<file path="config.mk">
export PLATFORM = sky130hd
export DESIGN_NAME = chien_search
export DESIGN_NICKNAME = d
export VERILOG_FILES = /design/src/rtl/chien_search_pkg.sv /design/src/rtl/chien_search_gf_const_mul.sv /design/src/rtl/chien_search.sv
export SDC_FILE = /design/constraint.sdc
export NUM_CORES = 1
export LEC_CHECK = 0
export CORE_MARGIN = 8
export CORE_UTILIZATION = 50
export CTS_CLUSTER_DIAMETER = 30
export DETAILED_ROUTE_END_ITERATION = 16
export PLACE_DENSITY_LB_ADDON = 0.08
export REMOVE_ABC_BUFFERS = 1
export SYNTH_ARGS = -nofsm -noshare
export SYNTH_HDL_FRONTEND = slang
export SYNTH_SLANG_ARGS = --single-unit
</file>
<file path="constraint.sdc">
create_clock -name CLK -period 5.4 [get_ports CLK]
set_input_delay 1.08 -clock CLK [delete_from_list [all_inputs] [get_ports CLK]]
set_output_delay 1.08 -clock CLK [all_outputs]
set_load 0.005 [all_outputs]
</file>
<file path="src/rtl/chien_search_pkg.sv">
// Shared GF(2^16) definitions for the Chien search: field constants, FSM encoding
// and the alpha^-i step table for the locator terms.
package chien_search_pkg;

  localparam int              GF_M    = 16;
  localparam int              GF_T    = 12;
  localparam logic [GF_M:0]   GF_POLY = 17'h1100B;

  localparam logic [1:0] S_IDLE = 2'd0;
  localparam logic [1:0] S_EVAL = 2'd1;
  localparam logic [1:0] S_DONE = 2'd2;

  typedef logic [GF_T:0][GF_M-1:0] coef_tab_t;

  function automatic logic [GF_M-1:0] gf_mul(input logic [GF_M-1:0] a,
                                              input logic [GF_M-1:0] b,
                                              input logic [GF_M-1:0] red);
    logic [GF_M-1:0] p;
    logic [GF_M-1:0] aa;
    p  = '0;
    aa = a;
    for (int k = 0; k < GF_M; k++) begin
      if (b[k]) p ^= aa;
      aa = aa[GF_M-1] ? ((aa << 1) ^ red) : (aa << 1);
    end
    return p;
  endfunction

  // The generator has a unit constant term, so x^-1 is simply (poly - 1) / x.
  function automatic coef_tab_t build_alpha_inv_tab(input logic [GF_M:0] poly);
    coef_tab_t       tab;
    logic [GF_M-1:0] ainv;
    ainv      = poly[GF_M:1];
    tab       = '0;
    tab[0][0] = 1'b1;
    for (int i = 1; i <= GF_T; i++) tab[i] = gf_mul(tab[i-1], ainv, poly[GF_M-1:0]);
    return tab;
  endfunction

  localparam coef_tab_t ALPHA_INV_TAB = build_alpha_inv_tab(GF_POLY);

endpackage

</file>
<file path="src/rtl/chien_search_gf_const_mul.sv">
// Combinational GF(2^16) multiply by a fixed field constant.
module gf_const_mul
  import chien_search_pkg::*;
#(
  parameter logic [GF_M-1:0] CONST = GF_M'(1),
  parameter logic [GF_M:0]   POLY  = GF_POLY
) (
  input  logic [GF_M-1:0] a_i,
  output logic [GF_M-1:0] p_o
);

  assign p_o = gf_mul(a_i, CONST, POLY[GF_M-1:0]);

endmodule

</file>
<file path="src/rtl/chien_search.sv">
// Chien search: evaluates the BM error locator at alpha^-j for j = 0..N-1, one
// position per cycle, and reports roots, root count and a degree-mismatch flag.
module chien_search
  import chien_search_pkg::*;
#(
  parameter int            M         = GF_M,
  parameter int            T         = GF_T,
  parameter int            N         = 2048,
  parameter logic [GF_M:0] PRIM_POLY = GF_POLY
) (
  input  logic         CLK,
  input  logic         rst_n,
  input  logic         enablechian,
  input  logic [M-1:0] miu0, miu1, miu2, miu3, miu4, miu5, miu6,
  input  logic [M-1:0] miu7, miu8, miu9, miu10, miu11, miu12,
  output logic         busy,
  output logic         err_pos_valid,
  output logic [15:0]  err_index,
  output logic         err_flag,
  output logic         done,
  output logic [4:0]   root_cnt,
  output logic         fail
);

  localparam int          DEG_W    = $clog2(T + 1);
  localparam logic [15:0] LAST_POS = 16'(N - 1);
  localparam coef_tab_t   AINV_TAB = build_alpha_inv_tab(PRIM_POLY);

  function automatic logic [4:0] sat_inc(input logic [4:0] c, input logic inc);
    if (inc && (c != 5'd31)) return c + 5'd1;
    return c;
  endfunction

  logic [T:0][M-1:0] miu, r_q, r_d, prod;
  logic [1:0]        state_q, state_d;
  logic [15:0]       j_q, j_d, idx_q, idx_d;
  logic [DEG_W-1:0]  deg_q, deg_d, deg_new;
  logic [4:0]        cnt_q, cnt_d;
  logic              fail_q, fail_d, valid_q, valid_d, flag_q, flag_d, done_q, done_d;
  logic              en_q, start, hit;
  logic [M-1:0]      sum;

  assign miu = {miu12, miu11, miu10, miu9, miu8, miu7, miu6,
                miu5, miu4, miu3, miu2, miu1, miu0};

  // A start is only a fresh rising edge seen while idle; edges during a search are dropped.
  assign start = enablechian & ~en_q & (state_q == S_IDLE);

  assign prod[0] = r_q[0];
  for (genvar i = 1; i <= T; i++) begin : g_step
    gf_const_mul #(.CONST(AINV_TAB[i]), .POLY(PRIM_POLY)) u_mul (
      .a_i (r_q[i]),
      .p_o (prod[i])
    );
  end

  always_comb begin
    sum = '0;
    for (int i = 0; i <= T; i++) sum ^= r_q[i];
  end

  assign hit = (sum == '0);

  always_comb begin
    deg_new = '0;
    for (int i = 1; i <= T; i++) begin
      if (miu[i] != '0) deg_new = DEG_W'(i);
    end
  end

  always_comb begin
    state_d = state_q;
    j_d     = j_q;
    r_d     = r_q;
    deg_d   = deg_q;
    cnt_d   = cnt_q;
    fail_d  = fail_q;
    idx_d   = idx_q;
    valid_d = 1'b0;
    flag_d  = 1'b0;
    done_d  = 1'b0;
    case (state_q)
      S_IDLE: begin
        if (start) begin
          state_d = S_EVAL;
          j_d     = '0;
          r_d     = miu;
          cnt_d   = '0;
          fail_d  = 1'b0;
          deg_d   = deg_new;
        end
      end
      S_EVAL: begin
        r_d     = prod;
        j_d     = j_q + 16'd1;
        valid_d = 1'b1;
        idx_d   = j_q;
        flag_d  = hit;
        cnt_d   = sat_inc(cnt_q, hit);
        // Final count includes this last position, so done and fail line up with it.
        if (j_q == LAST_POS) begin
          state_d = S_DONE;
          done_d  = 1'b1;
          fail_d  = (cnt_d != 5'(deg_q));
        end
      end
      S_DONE:  state_d = S_IDLE;
      default: state_d = S_IDLE;
    endcase
  end

  always_ff @(posedge CLK or negedge rst_n) begin
    if (!rst_n) begin
      state_q <= S_IDLE;
      en_q    <= 1'b0;
      r_q     <= '0;
      j_q     <= '0;
      deg_q   <= '0;
      cnt_q   <= '0;
      fail_q  <= 1'b0;
      idx_q   <= '0;
      valid_q <= 1'b0;
      flag_q  <= 1'b0;
      done_q  <= 1'b0;
    end else begin
      state_q <= state_d;
      en_q    <= enablechian;
      r_q     <= r_d;
      j_q     <= j_d;
      deg_q   <= deg_d;
      cnt_q   <= cnt_d;
      fail_q  <= fail_d;
      idx_q   <= idx_d;
      valid_q <= valid_d;
      flag_q  <= flag_d;
      done_q  <= done_d;
    end
  end

  assign busy          = (state_q != S_IDLE);
  assign err_pos_valid = valid_q;
  assign err_index     = idx_q;
  assign err_flag      = flag_q;
  assign done          = done_q;
  assign root_cnt      = cnt_q;
  assign fail          = fail_q;

endmodule
</file>
# Yosys cells after proc, flatten, opt, wreduce, memory -nomap -nowiden
# Cells that the tools add are included.
[word_totals]
ff_bits = 256
in_bits = 211
output_inout_bits = 26
word_cells = 538
[op_classes]
n_addsub = 2
n_eq_ne = 6
mux = 208
bitwise = 277
reduce_logical = 22
[op_table]
columns = ["operator", "count"]
rows = [
  ["13-bit two-way mux", 175],
  ["16-bit XOR", 98],
  ["4-bit NOT", 175],
  ["208-bit one-hot mux with 2 select lines", 1],
  ["208-bit two-way mux", 1],
  ["16-bit nonzero test", 12],
  ["4-bit two-way mux", 11],
  ["16-bit one-hot mux with 2 select lines", 1],
  ["5-bit two-way mux", 4],
  ["16-bit by 1-bit adder with 16-bit output (second input constant)", 1],
  ["16-bit by 11-bit == test with 1-bit output (second input constant)", 1],
  ["16-bit logical NOT", 1],
  ["16-bit two-way mux", 1],
  ["5-bit one-hot mux with 2 select lines", 1],
  ["1-bit two-way mux", 9],
  ["2-bit AND reduction", 3],
  ["3-bit AND reduction", 2],
  ["5-bit by 1-bit adder with 5-bit output (second input constant)", 1],
  ["5-bit by 4-bit inequality test with 1-bit output", 1],
  ["5-bit inequality test (second input constant)", 1],
  ["2-bit two-way mux", 2],
  ["2-bit inequality test (second input constant)", 2],
  ["2-bit one-hot mux with 2 select lines", 1],
  ["2-bit nonzero test", 2],
  ["other kinds (6)", 8],
]

# Logic depth before layout (Yosys ltp)
[logic_depth]
word_depth = 32
ltp_mapped = 10
ltp_nobuf = 9

# By module
# From an unflattened synthesis, not the netlist that was laid out.
[hier_totals]
hier_cells = 1695
hier_area_um2 = 16916.2
[modules_own_cells]
columns = ["module", "n_inst", "cells_each", "area_per_inst_um2", "seq_area_each_um2"]
rows = [
  ["chien_search", 1, 1358, 13121.3, 6406.1],
  ["gf_const_mul at g_step[11].u_mul", 1, 36, 553.0, 0.0],
  ["gf_const_mul at g_step[12].u_mul", 1, 51, 550.5, 0.0],
  ["gf_const_mul at g_step[10].u_mul", 1, 37, 509.2, 0.0],
  ["gf_const_mul at g_step[9].u_mul", 1, 31, 460.4, 0.0],
  ["gf_const_mul at g_step[8].u_mul", 1, 33, 395.4, 0.0],
  ["gf_const_mul at g_step[7].u_mul", 1, 26, 299.0, 0.0],
  ["gf_const_mul at g_step[6].u_mul", 1, 27, 276.5, 0.0],
  ["gf_const_mul at g_step[5].u_mul", 1, 22, 222.7, 0.0],
  ["gf_const_mul at g_step[4].u_mul", 1, 22, 171.4, 0.0],
  ["gf_const_mul at g_step[2].u_mul", 1, 17, 146.4, 0.0],
  ["gf_const_mul at g_step[3].u_mul", 1, 19, 135.1, 0.0],
  ["gf_const_mul at g_step[1].u_mul", 1, 16, 75.1, 0.0],
]

# Worst setup path before layout
# Ideal clock, no wire load.
[synth_timing]
path_type = "reg2reg"
from = "register r_q[66] (netlist bit)"
to = "register fail_q, in the netlist fail"
setup_ns = 0.120
arrival_ns = 2.503
t_required_ns = 5.280
path_slack_ns = 2.778
stages_incl_launch_ff = 11
path_buffers = 1
period_less_slack_ns = 2.622
cell_sequence = "dfrtp_1 buf_4 xnor2_1 xnor3_1 xnor3_1 nor4_2 nand4_2 nor3_4 a221o_1 o211ai_1 a31o_1"
[synth_between]
elab_chain_cells = 18
[synth_lines]
columns = ["item", "line", "text"]
rows = [
  ["from (decl)", "chien_search.sv:34", "logic [T:0][M-1:0] miu, r_q, r_d, prod;"],
  ["from (signal assigned)", "chien_search.sv:128", "r_q <= r_d;"],
  ["16-bit XOR (9 in a row)", "chien_search.sv:59", "for (int i = 0; i <= T; i++) sum ^= r_q[i];"],
  ["16-bit logical NOT", "chien_search.sv:62", "assign hit = (sum == '0);"],
  ["1-bit logical AND", "chien_search.sv:30", "if (inc && (c != 5'd31)) return c + 5'd1;"],
  ["1-bit two-way mux", "chien_search.sv:30", ""],
  ["1-bit two-way mux", "chien_search.sv:82", "case (state_q)"],
  ["5-bit two-way mux", "chien_search.sv:31", "return c;"],
  ["5-bit two-way mux", "chien_search.sv:82", ""],
  ["5-bit by 4-bit inequality test with 1-bit output", "chien_search.sv:104", "fail_d = (cnt_d != 5'(deg_q));"],
  ["1-bit two-way mux", "chien_search.sv:101", "if (j_q == LAST_POS) begin"],
  ["1-bit one-hot mux with 2 select lines", "chien_search.sv:82", ""],
  ["to (signal assigned)", "chien_search.sv:132", "fail_q <= fail_d;"],
  ["to (decl)", "chien_search.sv:39", "logic fail_q, fail_d, valid_q, valid_d, flag_q, flag_d, done_q, done_d;"],
]
# No other way between the ends. The select of a mux whose other input is x is not followed.
# A chain may end at the register's enable or synchronous reset.

# Worst setup path in the final report
[layout_timing]
from = "register r_q[70] (netlist bit)"
to = "register fail_q, in the netlist fail"
# Same word-level chain as after synthesis.

==> parameters.txt <==
Parameter                              Value

CTS
  Clock root buffer ... sky130_fd_sc_hd__clkbuf_16
  Number of buffers on the longest clock path ... 3
  Total number of H-tree levels ... 3
  Clock Latency Late Sink ... 0.56 ns
  Number of sinks driven by the clock tree ... 256
  Clock tree from TritonCTS ... done
  Post-cts gate resize count ... 0
  Clock slew seen by the registers of the worst setup and hold paths ... 0.04 ns
  TritonCTS buffer count ... 69
  Post-CTS Setup Repair Bufs ... 0
  Hold-fix buffers at CTS ... 0

Synth
  FF+latch count, synth ... 256
  Number of cells produced by synthesis ... 1891
  Mapped Avg Cell Area ... 8.662 sq um
  Number of synthesized flops with an enable pin ... 0
  Primary flip-flop cell chosen by synthesis mapping ... sky130_fd_sc_hd__dfrtp_1
  Number of distinct library cells after synthesis ... 48
  Share of flip-flops with an asynchronous set or reset ... 100.0%
  Total number of yosys warnings ... 0
  Sequential element share of the synthesized area ... 39.11%
  Area of the mapped netlist ... 16380 sq um

Floorplan
  Number of rows created at floorplan ... 66
  Die outline width ... 197 um
  Core area ... 32370 sq um
  Die footprint ... 38810 sq um
  Effective utilization at floorplan ... 50.60%
  Vertical die dimension ... 197 um
  I/O pin count ... 237

Placed design
  PortBufs ... 236
  Estimated wirelength of the detail-placed design ... 37.05 mm
  Number of instances in the placed design ... 2428
  Final weighted congestion in routability-driven placement ... 0.8932

Run status
  Run status ... finished clean

Timing
  Slew of the pin with the lowest slew margin ... 1.161 ns
  RSZ-0062 raised after global routing ... no
  Fin Hold WS ... 0.4698 ns
  Worst slew margin relative to its limit ... 22.63%
  Post-route minimum period ... 3.108 ns
  Clock skew after layout ... 0.02216 ns
  Max frequency ... 321.7 MHz
  Final number of max-transition violations ... 0
  Final Hold Fails ... 0
  Fin crit share ... 57.56%
  Final setup violation count ... 0

Critical path
  Largest stage delay on the critical path ... 0.54 ns
  WP data required ... 5.83 ns
  Data arrival, critical path ... 3.54 ns
  CP Launch Point ... r_q[70]$_DFFE_PN0P_
  Cells along the critical path ... xor2_1, xnor3_1, xnor2_1, nor4_1, nand4_2, nor3_4, a221o_1, o211ai_1, a31o_1
  Cell type of the slowest stage on the worst timing path ... sky130_fd_sc_hd__xnor3_1
  Buffering stage count on the worst path with inverters included ... 0
  CP Class ... flip-flop to flip-flop
  Worst-path fanout max ... 6
  CP top delay family ... XOR/XNOR gates
  Critical path endpoint category ... flip-flop
  CP startpoint kind ... flip-flop
  Reg-to-reg startpoint ... r_q[70]$_DFFE_PN0P_

GRT
  Largest net degree at the start of global routing ... 190
  Antenna violations before repair ... 0
  First-pass GRT wire length ... 82.87 mm
  Vias in the first global route ... 14620
  Global route total overflow ... 0
  Gr usage total ... 27.09%

Pwr
  Static leakage ... 9.096 nW
  Design Power ... 16.00 mW
  Total power per unit cell area ... 747.7 nW/um^2
  Worst ir drop on vdd ... 0.0006174 V

Drt
  Number of nets still failing antenna checks after routing ... 0
  Vias per cell ... 5.610
  Vias ... 14310
  First-pass detailed-route iteration total ... 6
  Residual DRC count ... 0
  First DRT Iteration DRCs ... 1373
  Drt total wl ... 52.59 mm
  Routed len/inst ... 20.61 um

Final layout
  Count of nets after finishing ... 2271
  Relative area change from synthesis to final layout ... 30.64%
  Fraction of layout instances using a drive strength above 1 ... 6.401%
  Number of antenna diodes ... 0
  Number of filler cells placed in the layout ... 2708
  Number of standard cells in the final layout excluding fillers ... 2551

Worst hold path
  Hold wc startpoint ... err_index[8]$_DFFE_PN0P_
  Hold Path Class ... flip-flop to flip-flop

Flow run
  Max-capacitance violation count ... 0
power by group:
part           switching (mW)  internal [mW]
clock                    1.23           3.33
combinational            3.83           4.15
sequential              0.878           2.58
total                    5.94           10.1
stage by stage:
stage	setup TNS [ns]	util (%)	instance area (sq um)	setup WS, ns
floorplan	-1642.86	-	15770	-11.03
global placement	0	58.15	18820	1.773
detailed placement	0	58.15	18820	1.815
CTS	0	66.11	21400	2.306
global route	0	66.11	21400	2.156
finish	0	66.11	21400	2.292
final timing paths:
kind | endpoint | slack [ns] | cells after the start
worst max-delay path | fail$_DFFE_PN0P_ | 2.29 | 9
worst min-delay path | err_index[8]$_DFFE_PN0P_ | 0.47 | 2
worst max register to register | fail$_DFFE_PN0P_ | 2.29 | 9
worst min register to register | err_index[8]$_DFFE_PN0P_ | 0.47 | 2
max in group asynchronous | r_q[153]$_DFFE_PN0P_ | 3.59 | 2
min in group asynchronous | err_index[3]$_DFFE_PN0P_ | 0.64 | 1
flip-flops by register name, indices dropped and copies added, names as in the netlist:
name           cells
r_q              192
j_q               16
err_index         16
err_pos_valid      1
root_cnt           5
deg_q              4
done               1
en_q               1
prod              16
state_q            2
err_flag           1
fail               1
synthesized netlist by cell type (4+ instances only):
master | count | area (sq um)
sky130_fd_sc_hd__nor2_1 | 174 | 653.1
sky130_fd_sc_hd__a21oi_1 | 48 | 240.2
sky130_fd_sc_hd__nand2_1 | 433 | 1625
sky130_fd_sc_hd__inv_1 | 12 | 45.04
sky130_fd_sc_hd__xnor3_1 | 41 | 923.4
sky130_fd_sc_hd__clkbuf_1 | 121 | 454.2
sky130_fd_sc_hd__xnor2_1 | 281 | 2461
sky130_fd_sc_hd__nand3_1 | 15 | 75.07
sky130_fd_sc_hd__buf_1 | 5 | 18.77
sky130_fd_sc_hd__and2_1 | 4 | 25.02
sky130_fd_sc_hd__o21ai_0 | 48 | 240.2
sky130_fd_sc_hd__nor4_1 | 52 | 325.3
sky130_fd_sc_hd__a22oi_1 | 20 | 150.1
sky130_fd_sc_hd__o22ai_1 | 11 | 68.82
sky130_fd_sc_hd__o211ai_1 | 4 | 30.03
sky130_fd_sc_hd__nand4_1 | 18 | 112.6
sky130_fd_sc_hd__and3_1 | 26 | 162.7
sky130_fd_sc_hd__nor3_1 | 15 | 75.07
sky130_fd_sc_hd__dfrtp_1 | 256 | 6406
sky130_fd_sc_hd__a221o_1 | 5 | 50.05
sky130_fd_sc_hd__buf_2 | 23 | 115.1
sky130_fd_sc_hd__xor2_1 | 116 | 1016
sky130_fd_sc_hd__a31oi_1 | 123 | 769.5
cell type report:
class / instances / area (sq um) / area share [%]
clock buffer: 91 / 1952 / 9.121
timing repair buffer: 247 / 2475 / 11.56
clock inverter: 32 / 625.6 / 2.923
multi-input combinational: 1471 / 9344 / 43.66
sequential: 256 / 6406 / 29.93
tap: 442 / 553.0 / 2.584
inverter: 12 / 45.04 / 0.2105
layout by cell type (no fill, tap or decap), types with 20 or more instances in the layout:
master and count:
sky130_fd_sc_hd__a21oi_1 48, sky130_fd_sc_hd__nor4_1 52, sky130_fd_sc_hd__a22oi_1 20, sky130_fd_sc_hd__xnor3_1 41
sky130_fd_sc_hd__xor2_1 116, sky130_fd_sc_hd__and3_1 26, sky130_fd_sc_hd__nand2_1 433, sky130_fd_sc_hd__clkbuf_16 71
sky130_fd_sc_hd__dfrtp_1 256, sky130_fd_sc_hd__nor2_1 173, sky130_fd_sc_hd__o21ai_0 48, sky130_fd_sc_hd__xnor2_1 281
sky130_fd_sc_hd__a31oi_1 123, sky130_fd_sc_hd__clkdlybuf4s50_1 235
metal layers:
| layer | GRT usage (%) | vias up | part of all wire (%) |
|---|---|---|---|
| met5 | 0 | - | 0 |
| met4 | 10.78 | 0 | 3.4 |
| met3 | 5.765 | 112 | 7.7 |
| met2 | 41.96 | 602 | 46 |
| met1 | 36.72 | 6939 | 43 |
| li1 | - | 6658 | - |
logic make-up after synthesis:
kind of cell	count (synthesis)	synth area share [%]
compound gates	273	10.09
xor+xnor	438	26.86
fa+ha+maj	3	0.2292
buf+inv	164	3.987
flops	256	39.11
mux	3	0.1833
simple gates	754	19.54
worst reg2reg max path, cell delays in order (launching register included):
cell and delay, ns:
sky130_fd_sc_hd__dfrtp_1 0.41, sky130_fd_sc_hd__xor2_1 0.35, sky130_fd_sc_hd__xnor3_1 0.54, sky130_fd_sc_hd__xnor2_1 0.19, sky130_fd_sc_hd__nor4_1 0.43, sky130_fd_sc_hd__nand4_2 0.29, sky130_fd_sc_hd__nor3_4 0.30, sky130_fd_sc_hd__a221o_1 0.21
sky130_fd_sc_hd__o211ai_1 0.08, sky130_fd_sc_hd__a31o_1 0.19
Power figures use the tool's default switching activity.
